[config.mk]
export PLATFORM = sky130hd
export DESIGN_NAME = handshake_peer_flat
export DESIGN_NICKNAME = d
export VERILOG_FILES = /design/src/rtl/handshake_peer_if.sv /design/src/rtl/handshake_peer.sv /design/src/flat_wrapper.sv
export SDC_FILE = /design/constraint.sdc
export NUM_CORES = 1
export LEC_CHECK = 0
export CORE_MARGIN = 5
export CORE_UTILIZATION = 44
export DETAILED_ROUTE_END_ITERATION = 10
export PLACE_DENSITY = 0.76
export SYNTH_ARGS = -nofsm -noshare
export SYNTH_HDL_FRONTEND = slang
export SYNTH_SLANG_ARGS = --single-unit
export TNS_END_PERCENT = 10
[constraint.sdc]
create_clock -name Clock -period 2.8 [get_ports Clock]
set_clock_uncertainty 0.2 [all_clocks]
set_input_delay 0.56 -clock Clock [delete_from_list [all_inputs] [get_ports Clock]]
set_output_delay 0.56 -clock Clock [all_outputs]
set_load 0.02 [all_outputs]
[src/rtl/handshake_peer_if.sv]
// rtl/handshake_peer_if.sv - board-side handshake bus between the button peer and the picoMips core
interface handshake_peer_if #(
  parameter int WIDTH = 8
);
  logic             Button;
  logic [WIDTH-1:0] SwitchesIn;
  logic [WIDTH-1:0] ResultIn;
  logic             Handshake;
  logic [WIDTH-1:0] SW;
  logic [WIDTH-1:0] LedOut;
  logic [7:0]       PressCount;
  logic             Busy;

  modport master (
    input  Button, SwitchesIn, ResultIn,
    output Handshake, SW, LedOut, PressCount, Busy
  );

  modport slave (
    output Button, SwitchesIn, ResultIn,
    input  Handshake, SW, LedOut, PressCount, Busy
  );
endinterface

[src/rtl/handshake_peer.sv]
// rtl/handshake_peer.sv - debounced push-button peer driving the picoMips Handshake/SW protocol
module handshake_peer #(
  parameter int WIDTH           = 8,
  parameter int DEBOUNCE_CYCLES = 16,
  parameter int MIN_HOLD        = 4,
  parameter int GAP_CYCLES      = 4
) (
  input  logic              Clock,
  input  logic              nReset,
  handshake_peer_if.master  bus
);

  localparam int DW = $clog2(DEBOUNCE_CYCLES + 1);
  localparam int HW = $clog2(MIN_HOLD + 1);
  localparam int GW = $clog2(GAP_CYCLES + 1);
  localparam logic [DW-1:0] DB_LAST   = DW'(DEBOUNCE_CYCLES - 1);
  localparam logic [HW-1:0] HOLD_LAST = HW'(MIN_HOLD - 1);
  localparam logic [GW-1:0] GAP_LAST  = GW'(GAP_CYCLES - 1);

  typedef enum logic [1:0] {IDLE, HIGH, GAP} state_t;

  state_t           state;
  logic             sync1, sync2;
  logic             db_level, db_prev;
  logic [DW-1:0]    db_cnt;
  logic [HW-1:0]    hold_cnt;
  logic [GW-1:0]    gap_cnt;
  logic [WIDTH-1:0] sw_q, led_q;
  logic [7:0]       count_q;
  logic             hs_q, busy_q;
  logic             press;

  // Rising edge of the debounced level; db_prev keeps a held button from re-triggering.
  assign press = db_level & ~db_prev;

  always_ff @(posedge Clock or negedge nReset) begin
    if (!nReset) begin
      sync1    <= 1'b0;
      sync2    <= 1'b0;
      db_level <= 1'b0;
      db_prev  <= 1'b0;
      db_cnt   <= '0;
    end else begin
      sync1   <= bus.Button;
      sync2   <= sync1;
      db_prev <= db_level;
      if (sync2 == db_level) begin
        db_cnt <= '0;
      end else if (db_cnt >= DB_LAST) begin
        db_level <= sync2;
        db_cnt   <= '0;
      end else begin
        db_cnt <= db_cnt + 1'b1;
      end
    end
  end

  always_ff @(posedge Clock or negedge nReset) begin
    if (!nReset) begin
      state    <= IDLE;
      hold_cnt <= '0;
      gap_cnt  <= '0;
      sw_q     <= '0;
      led_q    <= '0;
      count_q  <= '0;
      hs_q     <= 1'b0;
      busy_q   <= 1'b0;
    end else begin
      case (state)
        IDLE: begin
          if (press) begin
            sw_q     <= bus.SwitchesIn;
            hold_cnt <= '0;
            hs_q     <= 1'b1;
            busy_q   <= 1'b1;
            state    <= HIGH;
          end
        end
        HIGH: begin
          if (hold_cnt >= HOLD_LAST && !db_level) begin
            led_q   <= bus.ResultIn;
            count_q <= count_q + 8'd1;
            gap_cnt <= '0;
            hs_q    <= 1'b0;
            state   <= GAP;
          end else if (hold_cnt < HOLD_LAST) begin
            hold_cnt <= hold_cnt + 1'b1;
          end
        end
        GAP: begin
          // Presses seen here are dropped, not queued.
          if (gap_cnt >= GAP_LAST) begin
            busy_q <= 1'b0;
            state  <= IDLE;
          end else begin
            gap_cnt <= gap_cnt + 1'b1;
          end
        end
        default: begin
          hs_q   <= 1'b0;
          busy_q <= 1'b0;
          state  <= IDLE;
        end
      endcase
    end
  end

  assign bus.Handshake  = hs_q;
  assign bus.SW         = sw_q;
  assign bus.LedOut     = led_q;
  assign bus.PressCount = count_q;
  assign bus.Busy       = busy_q;

endmodule

[src/flat_wrapper.sv]
// flat-port wrapper written by rule: the top's interface ports become plain ports
module handshake_peer_flat 
#(
  parameter int WIDTH           = 8,
  parameter int DEBOUNCE_CYCLES = 16,
  parameter int MIN_HOLD        = 4,
  parameter int GAP_CYCLES      = 4
)
  (Clock, nReset, bus_Button, bus_SwitchesIn, bus_ResultIn, bus_Handshake, bus_SW, bus_LedOut, bus_PressCount, bus_Busy);
  handshake_peer_if #(.WIDTH(WIDTH)) bus_i ();
  input  logic Clock;
  input  logic nReset;
  input wire logic [$bits(bus_i.Button)-1:0] bus_Button;
  input wire logic [$bits(bus_i.SwitchesIn)-1:0] bus_SwitchesIn;
  input wire logic [$bits(bus_i.ResultIn)-1:0] bus_ResultIn;
  output wire logic [$bits(bus_i.Handshake)-1:0] bus_Handshake;
  output wire logic [$bits(bus_i.SW)-1:0] bus_SW;
  output wire logic [$bits(bus_i.LedOut)-1:0] bus_LedOut;
  output wire logic [$bits(bus_i.PressCount)-1:0] bus_PressCount;
  output wire logic [$bits(bus_i.Busy)-1:0] bus_Busy;
  assign bus_i.Button = bus_Button;
  assign bus_i.SwitchesIn = bus_SwitchesIn;
  assign bus_i.ResultIn = bus_ResultIn;
  assign bus_Handshake = bus_i.Handshake;
  assign bus_SW = bus_i.SW;
  assign bus_LedOut = bus_i.LedOut;
  assign bus_PressCount = bus_i.PressCount;
  assign bus_Busy = bus_i.Busy;
  handshake_peer #(.WIDTH(WIDTH), .DEBOUNCE_CYCLES(DEBOUNCE_CYCLES), .MIN_HOLD(MIN_HOLD), .GAP_CYCLES(GAP_CYCLES)) u_core (.Clock(Clock), .nReset(nReset), .bus(bus_i));
endmodule
==> summary.txt <==
Drt
  • Vias: 1361
  • DRT iter0 DRCs: 60
  • Vias per std cell: 5.21
  • First drt pass iteration count: 4
  • Drt drc: 0
  • DRT antenna net count: 0
  • Drt total wl: 3760 µm
  • DR WL/cell: 14.4 µm

Cells and area
  • Layout cells sized above 1: 0.167
  • Area growth syn-to-layout: 30.3%
  • Fin nets: 239
  • N_diodes: 0
  • Post-Layout Cell Count: 261

Global route
  • Vias in the first global route: 1424
  • Largest net degree at the start of global routing: 30
  • Gr ovfl total: 0
  • Initial antenna violation count: 0
  • First-pass GRT wire length: 6650 µm
  • GRT Total Usage: 0.136

Clocking
  • Clock-pin slew on the worst setup and hold paths: 70 ps
  • TritonCTS clock tree: done
  • H-tree Lvls: 2
  • Max Root-Sink Buffers: 2
  • Num CTS Buffers: 5
  • CTS root buf: clkbuf_8
  • Clock sink count: 43
  • CTS Hold Buffers Added: 1
  • Clock Latency Late Sink: 280 ps
  • PostCTS Resize Cnt: 0
  • Setup bufs post-CTS: 0

STA
  • RSZ-0062 raised after global routing: no
  • Fmax: 458 MHz
  • Final period util: 0.780
  • Final Setup Violations: 0
  • Slew @ Worst Pin: 397 ps
  • Max-slew violations: 0
  • Setup TNS: 0 ps
  • Slew Limit Headroom: 0.732
  • Final Hold Fails: 0
  • Final setup margin: 617 ps
  • Final period demand of the worst path: 2180 ps

Synth
  • Async S/R FF share, synth: 1.00
  • Top post-synthesis cells by count: dfrtp_1, mux2_2, ha_1, nor2_1
  • Most instantiated library cell after synthesis: dfrtp_1
  • Yosys warnings: 0
  • EDFF count, synth: 0
  • Seq/Total Area, Yosys: 0.550
  • Primary FF master, synth: dfrtp_1
  • Mapped cell area: 0.00196 mm²
  • Synth top area cells: dfrtp_1, mux2_2, ha_1
  • Syn nets: 188
  • Synthesized area per cell: 12.4 µm²
  • Post-synth top area share: 0.550
  • Netlist cell types: 40
  • Synth Register Bits: 43
  • Cells after synthesis: 158
  • Dominant cell type by area after synthesis: dfrtp_1

Power and ir drop
  • Leak: 1.15 nW
  • Power Density: 454 mW/mm²
  • VDD IR-drop max: 0.000297 V

Job
  • Max-cap violations: 0

Worst hold path
  • Hold Crit Class: reg2reg

Die
  • Initial Util: 0.452
  • Die W: 76.7 µm
  • IO Count: 45
  • Die area: 0.00588 mm²
  • Core Box Area: 0.00432 mm²
  • Die Y: 76.7 µm
  • Site Rows: 24

Critical path
  • Most Frequent Cell on Critical Path: ha_1
  • Worst EP required: 2780 ps
  • Crit-path max FO: 8
  • CP max stage delay: 450 ps
  • Crit path buffers/inverters: 0
  • Critical Path AT: 2160 ps
  • CP top delay family: compound AO/OA/AOI/OAI gates
  • CP Capture Type: register
  • Cell Chain, Critical Path: ha_1, ha_1, a211oi_2, o21ai_2, and2_1, a32o_1
  • Critical-path top delay cell: dfrtp_1
  • Setup crit start kind: register
  • CP Class: reg2reg

Status
  • Outcome: completed

Placed design
  • Post-Place Cells: 253
  • Routability cong.: 0.756
  • Post-Place Setup Slack: 631 ps
  • DP Wirelength: 2860 µm
  • Port Buf Inserts: 44
area by class of cell:
type,instances,area (µm²)
fill,367,1780
sequential,43,1080
multi-input combinational,103,826
timing repair buffer,47,460
clock buffer,6,82.6
tap,52,65.1
inverter,9,33.8
clock inverter,1,5.00
cells in the final DEF, fill, tap and decap left out, drive strengths merged, types with 5 or more instances in the layout:
cell	Yosys	routed
nor2	10	10
nand2	6	6
nand4	5	5
clkbuf	1	6
inv	9	9
dfrtp	43	43
xnor2	8	8
mux2	19	19
ha	11	11
nand3	5	5
clkdlybuf4s50	0	43
cell families after synthesis:
family,share of synthesized area
buffers and inverters,0.0275
adders and majority gates,0.0704
xor gates and xnor gates,0.0403
and+or+nand+nor,0.119
AOI/OAI and AO/OA,0.0832
muxes,0.109
DFF,0.550
sequential cells by signal, indices dropped and copies added (netlist names):
signal,cells
u_core.state,2
u_core.bus.PressCount,8
u_core.sync1,1
u_core.bus.LedOut,8
u_core.bus.SW,8
u_core.db_prev,1
u_core.hold_cnt,3
u_core.bus.Busy,1
u_core.db_cnt,5
u_core.db_level,1
u_core.gap_cnt,3
u_core.sync2,1
u_core.bus.Handshake,1
through the flow:
stage          utilization  power (mW)  hold slack, ps  cell area [µm²]
2_1_floorplan            -       0.720            64.4             1960
3_3_place_gp         0.567       0.784             133             2450
3_5_place_dp         0.567       0.787             147             2450
4_1_cts              0.589        1.18             165             2550
5_1_grt              0.589        1.22             165             2550
6_report             0.589        1.16             160             2550
report_power, final:
| group | total, mW | internal, mW | switching [mW] | leakage (nW) |
|---|---|---|---|---|
| Clock | 0.384 | 0.193 | 0.191 | 0.0470 |
| Sequential | 0.657 | 0.641 | 0.0159 | 0.574 |
| Combinational | 0.117 | 0.0601 | 0.0569 | 0.526 |
| Total | 1.16 | 0.894 | 0.264 | 1.15 |
layer usage:
metal	vias up	share of wire	GRT usage
met4	0	0	0.0227
met3	0	0.073	0.0562
met1	644	0.46	0.187
met5	-	0	0
met2	46	0.47	0.205
li1	671	-	-
path summary, 6_finish.rpt:
kind                                                      from                       endpoint  slack, ps  depth (start not counted)
worst min register to register          u_core.sync1$_DFF_PN0_         u_core.sync2$_DFF_PN0_        160                          0
worst max register to register  u_core.hold_cnt[0]$_DFFE_PN0P_  u_core.gap_cnt[1]$_DFFE_PN0P_        620                          6
min in group asynchronous                               nReset     u_core.db_cnt[1]$_DFF_PN0_        510                          2
worst min-delay path                    u_core.sync1$_DFF_PN0_         u_core.sync2$_DFF_PN0_        160                          0
worst max-delay path            u_core.hold_cnt[0]$_DFFE_PN0P_  u_core.gap_cnt[1]$_DFFE_PN0P_        620                          6
max in group asynchronous                               nReset  u_core.gap_cnt[1]$_DFFE_PN0P_       1220                          3
worst reg2reg max path: stages, from the launching register on:
cell and delay (ps):
dfrtp_1 450, ha_1 230, ha_1 200, a211oi_2 360, o21ai_2 180, and2_1 220, a32o_1 240
No activity file was read; power rests on OpenSTA's default activity.
